$ cat src/rtl/victim_pkg.sv
// Shared types and default geometry for the victim cache drain logic.
package victim_pkg;

  localparam int VICTIM_ENTRIES  = 8;
  localparam int VICTIM_TAG_W    = 61;
  localparam int VICTIM_OFFSET_W = 3;
  localparam int VICTIM_DATA_W   = 64;

  typedef enum logic [2:0] {
    IDLE,
    READ,
    EVAL,
    SEND,
    CLEAN,
    DONE
  } drain_state_t;

endpackage

$ cat src/rtl/en_reg.sv
// Width-parameterised register with load enable and synchronous clear.
module en_reg #(
  parameter int W = 8
) (
  input  logic         clk,
  input  logic         reset,
  input  logic         en,
  input  logic [W-1:0] d,
  output logic [W-1:0] q
);

  always_ff @(posedge clk) begin
    if (reset)   q <= '0;
    else if (en) q <= d;
  end

endmodule

$ cat src/rtl/victim_wb_drain.sv
// Victim cache drain: on a flush, walks every entry, writes valid+dirty lines
// to memory over a valid/ready port and then clears their dirty bits.
module victim_wb_drain
  import victim_pkg::*;
#(
  parameter int ENTRIES  = VICTIM_ENTRIES,
  parameter int IDX_W    = 3,
  parameter int TAG_W    = VICTIM_TAG_W,
  parameter int OFFSET_W = VICTIM_OFFSET_W,
  parameter int DATA_W   = VICTIM_DATA_W
) (
  input  logic                      clk,
  input  logic                      reset,
  input  logic                      flush_start,
  output logic                      busy,
  output logic                      flush_done,
  output logic [IDX_W:0]            wb_count,
  output logic                      rd_en,
  output logic [IDX_W-1:0]          rd_idx,
  input  logic                      rd_valid,
  input  logic                      rd_dirty,
  input  logic [TAG_W-1:0]          rd_tag,
  input  logic [DATA_W-1:0]         rd_data,
  output logic                      mem_wr_valid,
  input  logic                      mem_wr_ready,
  output logic [TAG_W+OFFSET_W-1:0] mem_addr,
  output logic [DATA_W-1:0]         mem_data,
  output logic                      clean_en,
  output logic [IDX_W-1:0]          clean_idx
);

  // state | meaning
  // IDLE  | waiting for flush_start
  // READ  | rd_en strobe for entry ptr
  // EVAL  | array response sampled; a dirty hit is captured for write-back
  // SEND  | mem_wr_valid held until mem_wr_ready
  // CLEAN | clean_en strobe clears the dirty bit of entry ptr
  // DONE  | flush_done pulse, then back to IDLE

  localparam logic [IDX_W-1:0] LAST_IDX = IDX_W'(ENTRIES - 1);

  drain_state_t              state_q, state_d;
  logic [IDX_W-1:0]          ptr_q, ptr_d;
  logic [IDX_W:0]            wb_count_q, wb_count_d;
  logic                      busy_q, busy_d;
  logic                      flush_done_q, flush_done_d;
  logic                      rd_en_q, rd_en_d;
  logic                      mem_wr_valid_q, mem_wr_valid_d;
  logic                      clean_en_q, clean_en_d;
  logic                      hold_en;
  logic                      last_entry;
  logic [TAG_W+DATA_W-1:0]   hold_q;

  assign last_entry = (ptr_q == LAST_IDX);

  always_comb begin
    state_d    = state_q;
    ptr_d      = ptr_q;
    wb_count_d = wb_count_q;
    hold_en    = 1'b0;
    unique case (state_q)
      IDLE: begin
        if (flush_start) begin
          ptr_d      = '0;
          wb_count_d = '0;
          state_d    = READ;
        end
      end
      READ: state_d = EVAL;
      EVAL: begin
        if (rd_valid && rd_dirty) begin
          hold_en = 1'b1;
          state_d = SEND;
        end else if (last_entry) begin
          state_d = DONE;
        end else begin
          ptr_d   = ptr_q + IDX_W'(1);
          state_d = READ;
        end
      end
      SEND: begin
        if (mem_wr_valid_q && mem_wr_ready) begin
          wb_count_d = wb_count_q + (IDX_W+1)'(1);
          state_d    = CLEAN;
        end
      end
      CLEAN: begin
        if (last_entry) begin
          state_d = DONE;
        end else begin
          ptr_d   = ptr_q + IDX_W'(1);
          state_d = READ;
        end
      end
      DONE:    state_d = IDLE;
      default: state_d = IDLE;
    endcase

    // Strobes are registered from the next state so they line up with it.
    busy_d         = (state_d != IDLE) && (state_d != DONE);
    flush_done_d   = (state_d == DONE);
    rd_en_d        = (state_d == READ);
    mem_wr_valid_d = (state_d == SEND);
    clean_en_d     = (state_d == CLEAN);
  end

  always_ff @(posedge clk) begin
    if (reset) begin
      state_q        <= IDLE;
      ptr_q          <= '0;
      wb_count_q     <= '0;
      busy_q         <= 1'b0;
      flush_done_q   <= 1'b0;
      rd_en_q        <= 1'b0;
      mem_wr_valid_q <= 1'b0;
      clean_en_q     <= 1'b0;
    end else begin
      state_q        <= state_d;
      ptr_q          <= ptr_d;
      wb_count_q     <= wb_count_d;
      busy_q         <= busy_d;
      flush_done_q   <= flush_done_d;
      rd_en_q        <= rd_en_d;
      mem_wr_valid_q <= mem_wr_valid_d;
      clean_en_q     <= clean_en_d;
    end
  end

  en_reg #(.W(TAG_W + DATA_W)) u_hold (
    .clk  (clk),
    .reset(reset),
    .en   (hold_en),
    .d    ({rd_tag, rd_data}),
    .q    (hold_q)
  );

  assign busy         = busy_q;
  assign flush_done   = flush_done_q;
  assign wb_count     = wb_count_q;
  assign rd_en        = rd_en_q;
  assign rd_idx       = ptr_q;
  assign mem_wr_valid = mem_wr_valid_q;
  assign mem_addr     = {hold_q[TAG_W+DATA_W-1:DATA_W], {OFFSET_W{1'b0}}};
  assign mem_data     = hold_q[DATA_W-1:0];
  assign clean_en     = clean_en_q;
  assign clean_idx    = ptr_q;

endmodule

$ cat config.mk
export PLATFORM = sky130hd
export DESIGN_NAME = victim_wb_drain
export DESIGN_NICKNAME = d
export VERILOG_FILES = /design/src/rtl/victim_pkg.sv /design/src/rtl/en_reg.sv /design/src/rtl/victim_wb_drain.sv
export SDC_FILE = /design/constraint.sdc
export NUM_CORES = 1
export LEC_CHECK = 0
export CAP_MARGIN = 0
export CORE_UTILIZATION = 42
export DETAILED_ROUTE_END_ITERATION = 8
export GPL_TIMING_DRIVEN = 0
export PLACE_DENSITY = 0.84
export SETUP_SLACK_MARGIN = 0.4
export SKIP_CTS_REPAIR_TIMING = 1
export SYNTH_ARGS = -nofsm -noshare
export SYNTH_HDL_FRONTEND = slang
export SYNTH_SLANG_ARGS = --single-unit
$ cat constraint.sdc
create_clock -name clk -period 5.2 [get_ports clk]
set_input_delay 1.56 -clock clk [delete_from_list [all_inputs] [get_ports clk]]
set_output_delay 1.56 -clock clk [all_outputs]
set_load 0.1 [all_outputs]
# Word-level counts from Yosys, hierarchy flattened
# Cells that the tools add are included.
[totals]
word_cells = 47
mem_count = 0
latchBits = 0
mem_bits_rw = 0
romBits = 0
register_bits = 140
[op_classes]
n_addsub = 2
shifts = 0
mul = 0
bitwise = 0
eq_ne = 13
mux = 14
n_reduce_logical = 9
div = 0
magnitude_cmp = 0
[op_table]
columns = ["op", "n"]
rows = [
  ["two-way mux 3 bit", 7],
  ["one-hot mux 3 bit (5 select lines)", 1],
  ["equality test 3 bit, second input constant", 4],
  ["equality test 3 x 2 -> 1 bit, second input constant", 3],
  ["one-hot mux 3 bit (3 select lines)", 1],
  ["two-way mux 4 bit", 2],
  ["one-hot mux 4 bit (2 select lines)", 1],
  ["equality test 3 x 1 -> 1 bit, second input constant", 2],
  ["!= test 2 bit, second input constant", 3],
  ["AND reduction 3 bit", 2],
  ["nonzero test 3 bit", 2],
  ["adder 4 x 1 -> 4 bit, second input constant", 1],
  ["adder 3 x 1 -> 3 bit, second input constant", 1],
  ["logical AND 1 bit", 3],
  ["logical NOT 3 bit", 1],
  ["!= test 3 bit, second input constant", 1],
  ["two-way mux 1 bit", 2],
  ["nonzero test 2 bit", 1],
]

# Depth between registers and ports, before layout
# Gate-level depths: netlist of the first run.
[depth]
depth_word = 6
depth_mapped = 9

# By module
# From an unflattened synthesis of the first run, not the netlist that was laid out.
[hier_totals]
cells_unflattened = 493
area_unflattened_um2 = 5206.2
[modules_own_cells]
columns = ["module", "area_each_um2", "seq_area_each_um2", "n_inst", "cells_per_inst"]
rows = [
  ["en_reg", 4424.2, 2502.4, 1, 403],
  ["victim_wb_drain", 782.0, 300.3, 1, 90],
]

# Worst setup path after synthesis of the first run
# Ideal clock, no wire load.
[synth_timing]
path_type = "reg2out"
from = "register ptr_q[0], in the netlist clean_idx[0]"
to = "output rd_idx[0]"
required_time_ns = 3.640
arrival_time_ns = 1.406
path_stages_with_launch = 2
slack_ns = 2.234
cell_sequence = "dfxtp_1 > buf_4"
[synth_lines]
columns = ["element", "line", "source"]
rows = [
  ["start: declaration", "victim_wb_drain.sv:43", "logic [IDX_W-1:0] ptr_q, ptr_d;"],
  ["start signal: assignment", "victim_wb_drain.sv:119", "ptr_q <= ptr_d;"],
  ["end: declaration", "victim_wb_drain.sv:19", "output logic [IDX_W-1:0] rd_idx,"],
]
# No word-level cell between the ends.

# Worst setup path after layout of the first run
[layout_timing]
from = "register ptr_q[2], in the netlist clean_idx[2]"
to = "output rd_idx[2]"
# No word-level cell between the ends.

==> results of run 1 <==
[stage by stage]
| stage | utilization | instance area, um^2 |
|---|---|---|
| CTS | 0.730 | 8480 |
| global placement | 0.685 | 7950 |
| global route | 0.730 | 8480 |
| floorplan | - | 5080 |
| finish | 0.730 | 8480 |
| detailed placement | 0.685 | 7950 |
[cell families (layout without fill, tap and decap cells)]
group | after synthesis | in the layout | synth area share
other cells | 1 | 3 | 0.000739
simple gates | 291 | 291 | 0.230
mux | 3 | 3 | 0.00592
buf+inv | 53 | 349 | 0.0580
compound gates | 140 | 140 | 0.141
flops | 140 | 140 | 0.552
xor+xnor | 3 | 3 | 0.00518
fa+ha+maj | 3 | 3 | 0.00740
[layer usage]
metal	vias up	routed length [um]	track usage
li1	2616	-	-
met1	2390	6000	0.266
met2	196	7980	0.468
met3	36	1510	0.101
met4	0	450	0.113
met5	-	0	0
[path summary, 6_finish.rpt]
kind	end	slack (ps)	depth (start not counted)
max	rd_idx[2]	1580	2
min	u_hold.q[30]$_SDFFE_PP0P_	450	2
max reg2reg	u_hold.q[30]$_SDFFE_PP0P_	3290	8
min reg2reg	u_hold.q[30]$_SDFFE_PP0P_	450	2
[final cells by class]
type	instances	area, um^2	area share
well taps	143	179	0.0211
repair buffers	269	2690	0.318
plain buffers	52	290	0.0342
multi-input cells	443	1980	0.234
inverters	1	3.75	0.000443
clock inverters	2	10.0	0.00118
clock buffers	25	515	0.0608
flip-flops and latches	140	2800	0.331
[cell usage in the layout, fill, tap and decap left out]
cell type,n
nor2b_1,1
clkdlybuf4s50_1,269
a21oi_1,129
nand2_1,256
buf_2,19
a21boi_0,1
a21o_1,1
buf_4,7
ha_1,3
dfxtp_1,140
nor4_1,1
mux2i_1,3
clkinv_2,2
or3_1,1
conb_1,3
nand3b_1,1
nor3_4,1
nor2_1,11
nor3_1,4
o21ai_0,5
nand2b_1,6
o21a_1,1
nand3_1,3
inv_1,1
nand2b_4,1
buf_6,6
a211oi_1,2
clkbuf_1,22
a31oi_1,1
clkbuf_16,17
or2_2,1
nor3b_1,2
clkbuf_8,6
and2_1,2
xnor2_1,3
[sequential cells by signal (all words and copies together), names as in the netlist]
signal and cells:
rd_en 1, clean_idx 3, state_q 3, mem_wr_valid 1, busy 1, flush_done 1
wb_count 4, u_hold.q 125, clean_en 1
[power groups by stage]
stage | logic, W | clock network [W] | registers [W]
after global routing | 0.000336 | 0.00114 | 0.00110
after global placement | 0.000317 | 0 | 0.00112
final | 0.000320 | 0.00108 | 0.00110
after CTS | 0.000321 | 0.00109 | 0.00110
after floorplan | 0.0000699 | 0 | 0.00122
after detailed placement | 0.000318 | 0 | 0.00112
[critical path: stages (launching register included)]
cell and delay (ps):
dfxtp_1 400, buf_4 130, clkdlybuf4s50_1 1120
==> metrics.cfg, run 1 <==
[status]
failed_checks = DRC
status = complete, but fails checks

[drt]
drc = 20
postRouteAntennaNets = 0
via_count = 5238
viasPerCell = 4.87
drt_iter0_markers = 246
drt-total-wl_mm = 15.9
firstDrtPassIters = 6
drt-wirelength-per-cell_um = 14.8

[timing]
tns_ps = 0
fin_hold_ws_ps = 450
maxSlewViolCount = 0
finalClockSkew_ps = 5.42
hold_violations = 0
tightest_slew_ps = 1050
clock.fmax_mhz = 276
fin_crit_ps = 3620
setup_violations = 0
fin_ws_ps = 1580
slew_headroom = 0.296
rsz0062_at_grt = no
period_share = 0.696

[cts]
cts_tree = yes
worstSkewPairLatency_ps = 410
clockBufferDepth = 2
htreeDepth = 4
root_buffer = clkbuf_16
clk_pin_slew_ps = 50
clock-sinks = 140
numCtsBuffers = 17

[pwr]
p_leak_nw = 2.95
comb_power_share = 0.128
max-vdd-ir-drop_mv = 0.262
clock_power_share = 0.432
p_int_w = 0.00189
powerDensity_nw_per_um2 = 294
power.switching_w = 0.000604
p_seq_frac = 0.440
total_power_w = 0.00250
sw_frac_of_total = 0.242

[worst_setup_path]
critical_path_class = reg -> out
path_max_fanout = 4
r2r_start = state_q[2]$_SDFF_PP0_
startpoint = clean_idx[2]$_SDFFE_PP0P_
required_ps = 3640
arrival_ps = 2060
startpoint_type = register
crit_path_end_kind = primary output

[synthesis]
synth_warnings = 0
synthCells = 634
synth_seq_cells = 140
synth_common_cells = 256 x nand2_1, 140 x dfxtp_1, 129 x a21oi_1, 20 x clkbuf_1, 19 x buf_2
synth.avg_cell_area_um2 = 8.00
seq_area_frac_synth = 0.552
synth_cell_types = 31
synth_ff_type = dfxtp_1
synthArstFlopShare = 0
syn_area_um2 = 5070
synth_top_area_share = 0.552
synth_most_common_cell = nand2_1
synth_top_cell_by_area = dfxtp_1
synth_edf_count = 0
yosys-top-cells-area = dfxtp_1 55%, nand2_1 19%, a21oi_1 13%, buf_2 1.9%, clkbuf_1 1.5%

[placement]
hpwlAfterDp_mm = 11.7
place_inst = 1048
port-buffer-count = 269
dp_slack_ps = 1830
place_congestion = 0.818

[floorplan]
fp.dieH_um = 112
initial_core_util = 0.437
die_w_um = 112
pin_count = 274
fp.dieArea_um2 = 12500
core_um2 = 11600
num_rows = 39

[global_route]
grtUsageTotal = 0.260
grt_max_degree = 17
first_global_vias = 5221
grt_pass1_wl_mm = 25.3
overflow = 0
antenna_found_initial = 0

[worst_hold_path]
min_path_type = reg -> reg
min_from = u_hold.q[30]$_SDFFE_PP0P_

[finish]
antenna-diode-count = 0
fill_cells = 895
drive_above_1_share = 0.0644
syn_to_final_growth_pct = 67.1
nNetsFinal = 1058
stdcell_count = 1075

[flow_run]
maxCapViolCount = 0

Power figures use the tool's default switching activity.
==> inputs of run 2 (changes only) <==
--- a/config.mk
+++ b/config.mk
@@ -6,10 +6,10 @@
 export NUM_CORES = 1
 export LEC_CHECK = 0
 export CAP_MARGIN = 0
-export CORE_UTILIZATION = 42
+export CORE_UTILIZATION = 39
 export DETAILED_ROUTE_END_ITERATION = 8
 export GPL_TIMING_DRIVEN = 0
-export PLACE_DENSITY = 0.84
+export PLACE_DENSITY = 0.78
 export SETUP_SLACK_MARGIN = 0.4
 export SKIP_CTS_REPAIR_TIMING = 1
 export SYNTH_ARGS = -nofsm -noshare
==> constraint.sdc (replaced) <==
create_clock -name clk -period 3.7 [get_ports clk]
set_input_delay 1.11 -clock clk [delete_from_list [all_inputs] [get_ports clk]]
set_output_delay 1.11 -clock clk [all_outputs]
set_load 0.1 [all_outputs]
==> metrics.cfg, run 2 (same netlist as run 1, synthesis figures left out) <==
[status]
status = finished clean

[timing]
hold_violations = 0  ; unchanged
maxSlewViolCount = 0  ; unchanged
rsz0062_at_grt = no
period_share = 0.855
tns_ps = 0  ; unchanged
clock.fmax_mhz = 316
tightest_slew_ps = 1040  ; -13.0 ps
finalClockSkew_ps = 6.14  ; +0.720 ps
slew_headroom = 0.304  ; +0.00869
setup_violations = 0  ; unchanged
fin_crit_ps = 3160

[pwr]
max-vdd-ir-drop_mv = 0.294  ; +12%
powerDensity_nw_per_um2 = 436  ; +48%
p_leak_nw = 2.98  ; +1.2%

[cts]
htreeDepth = 4  ; unchanged
root_buffer = clkbuf_16
clockBufferDepth = 2  ; unchanged
clock-sinks = 140  ; unchanged
worstSkewPairLatency_ps = 410  ; about the same
numCtsBuffers = 17  ; unchanged
clk_pin_slew_ps = 60  ; about the same
cts_tree = yes

[finish]
stdcell_count = 1109  ; +3.2%
final_common_cell = clkdlybuf4s50_1
drive_above_1_share = 0.0704  ; +0.00606
nNetsFinal = 1058  ; unchanged
largest_register_ffs = 125  ; unchanged
final_cell_area_um2 = 8600  ; +1.5%
final_cell_mix = 269 x clkdlybuf4s50_1, 256 x nand2_1, 140 x dfxtp_1, 129 x a21oi_1, 21 x clkbuf_1
syn_to_final_growth_pct = 69.6
top_register = u_hold.q
antenna-diode-count = 0  ; unchanged

[placement]
postPlaceCellArea_um2 = 7990  ; +0.46%
hpwlAfterDp_mm = 11.5  ; -1.8%
place_inst = 1077  ; +2.8%
port-buffer-count = 269  ; unchanged
place_congestion = 0.824  ; +0.78%

[drt]
drc = 0  ; -100%
drt-wirelength-per-cell_um = 14.3  ; -3.9%
viasPerCell = 4.69  ; -3.8%
firstDrtPassIters = 5  ; -1
via_count = 5200  ; -0.73%
drt-total-wl_mm = 15.8  ; -0.82%
postRouteAntennaNets = 0  ; unchanged
drt_iter0_markers = 219  ; -11%

[floorplan]
fp.dieArea_um2 = 13500  ; +7.6%
pin_count = 274  ; unchanged
fp.dieH_um = 116  ; +3.7%
core_um2 = 12700  ; +9.1%
die_w_um = 116  ; +3.7%
num_rows = 41  ; +5.1%
initial_core_util = 0.400  ; -0.0365

[global_route]
antenna_found_initial = 0  ; unchanged
first_global_vias = 4819  ; -7.7%
overflow = 0  ; unchanged
grt_pass1_wl_mm = 23.5  ; -6.9%
grt_max_degree = 17  ; unchanged
grtUsageTotal = 0.231  ; -0.0284

[worst_setup_path]
arrival_ps = 2050  ; about the same
path_max_fanout = 5  ; +1
startpoint_type = register
critical_path_class = reg -> out
required_ps = 2590  ; -1050 ps
crit_path_end_kind = primary output

[flow_run]
maxCapViolCount = 0  ; unchanged

[worst_hold_path]
min_path_type = reg -> reg

run 2: layer usage:
metal / routed length (um) / GRT usage / up-vias
met4: 433 / 0.100 / 0
met3: 1480 / 0.0926 / 35
met5: 0 / 0 / -
met1: 6160 / 0.247 / 2342
li1: - / - / 2616
met2: 7740 / 0.404 / 207
run 2: worst max-delay path: stages, from the launching register on:
cell	delay, ps
dfxtp_1	390
buf_4	130
clkdlybuf4s50_1	1120
run 2: power by group:
group / switching (W) / internal, W
sequential: 0.0000129 / 0.00153
combinational: 0.000263 / 0.000185
clock: 0.000622 / 0.00114
total: 0.000897 / 0.00285
run 2: worst paths after layout:
check                                                from                        end  slack [ps]  cells past startpoint
worst max-delay path            clean_idx[0]$_SDFFE_PP0P_                  rd_idx[0]         540                      2
worst min-delay path            u_hold.q[14]$_SDFFE_PP0P_  u_hold.q[14]$_SDFFE_PP0P_         450                      2
worst max register to register      state_q[2]$_SDFF_PP0_  u_hold.q[39]$_SDFFE_PP0P_        1730                      8
worst min register to register  u_hold.q[14]$_SDFFE_PP0P_  u_hold.q[14]$_SDFFE_PP0P_         450                      2
run 2: metrics by stage:
stage / total power (W) / hold slack, ps / worst slack, ps / utilization
after floorplan: 0.00182 / 597 / 1180 / -
after global placement: 0.00202 / 441 / 766 / 0.630
after detailed placement: 0.00202 / 445 / 763 / 0.630
after CTS: 0.00378 / 453 / 515 / 0.679
after global routing: 0.00387 / 465 / 465 / 0.679
final: 0.00375 / 451 / 536 / 0.679
run 2: layout make-up:
class	count	area, um^2
Tap cell	172	215
Clock inverter	13	173
Sequential cell	140	2800
Multi-Input combinational cell	443	1980
Timing Repair Buffer	269	2690
Inverter	1	3.75
Clock buffer	19	443
Fill cell	1060	4070
Buffer	52	290
==> inputs of run 3 (changes only) <==
--- a/config.mk
+++ b/config.mk
@@ -5,9 +5,11 @@
 export SDC_FILE = /design/constraint.sdc
 export NUM_CORES = 1
 export LEC_CHECK = 0
+export ABC_AREA = 0
 export CAP_MARGIN = 0
 export CORE_UTILIZATION = 39
 export DETAILED_ROUTE_END_ITERATION = 8
+export GPL_ROUTABILITY_DRIVEN = 0
 export GPL_TIMING_DRIVEN = 0
 export PLACE_DENSITY = 0.78
 export SETUP_SLACK_MARGIN = 0.4
==> results of run 3 <==
No change in the layout: final DEF, timing and power equal those of run 2.
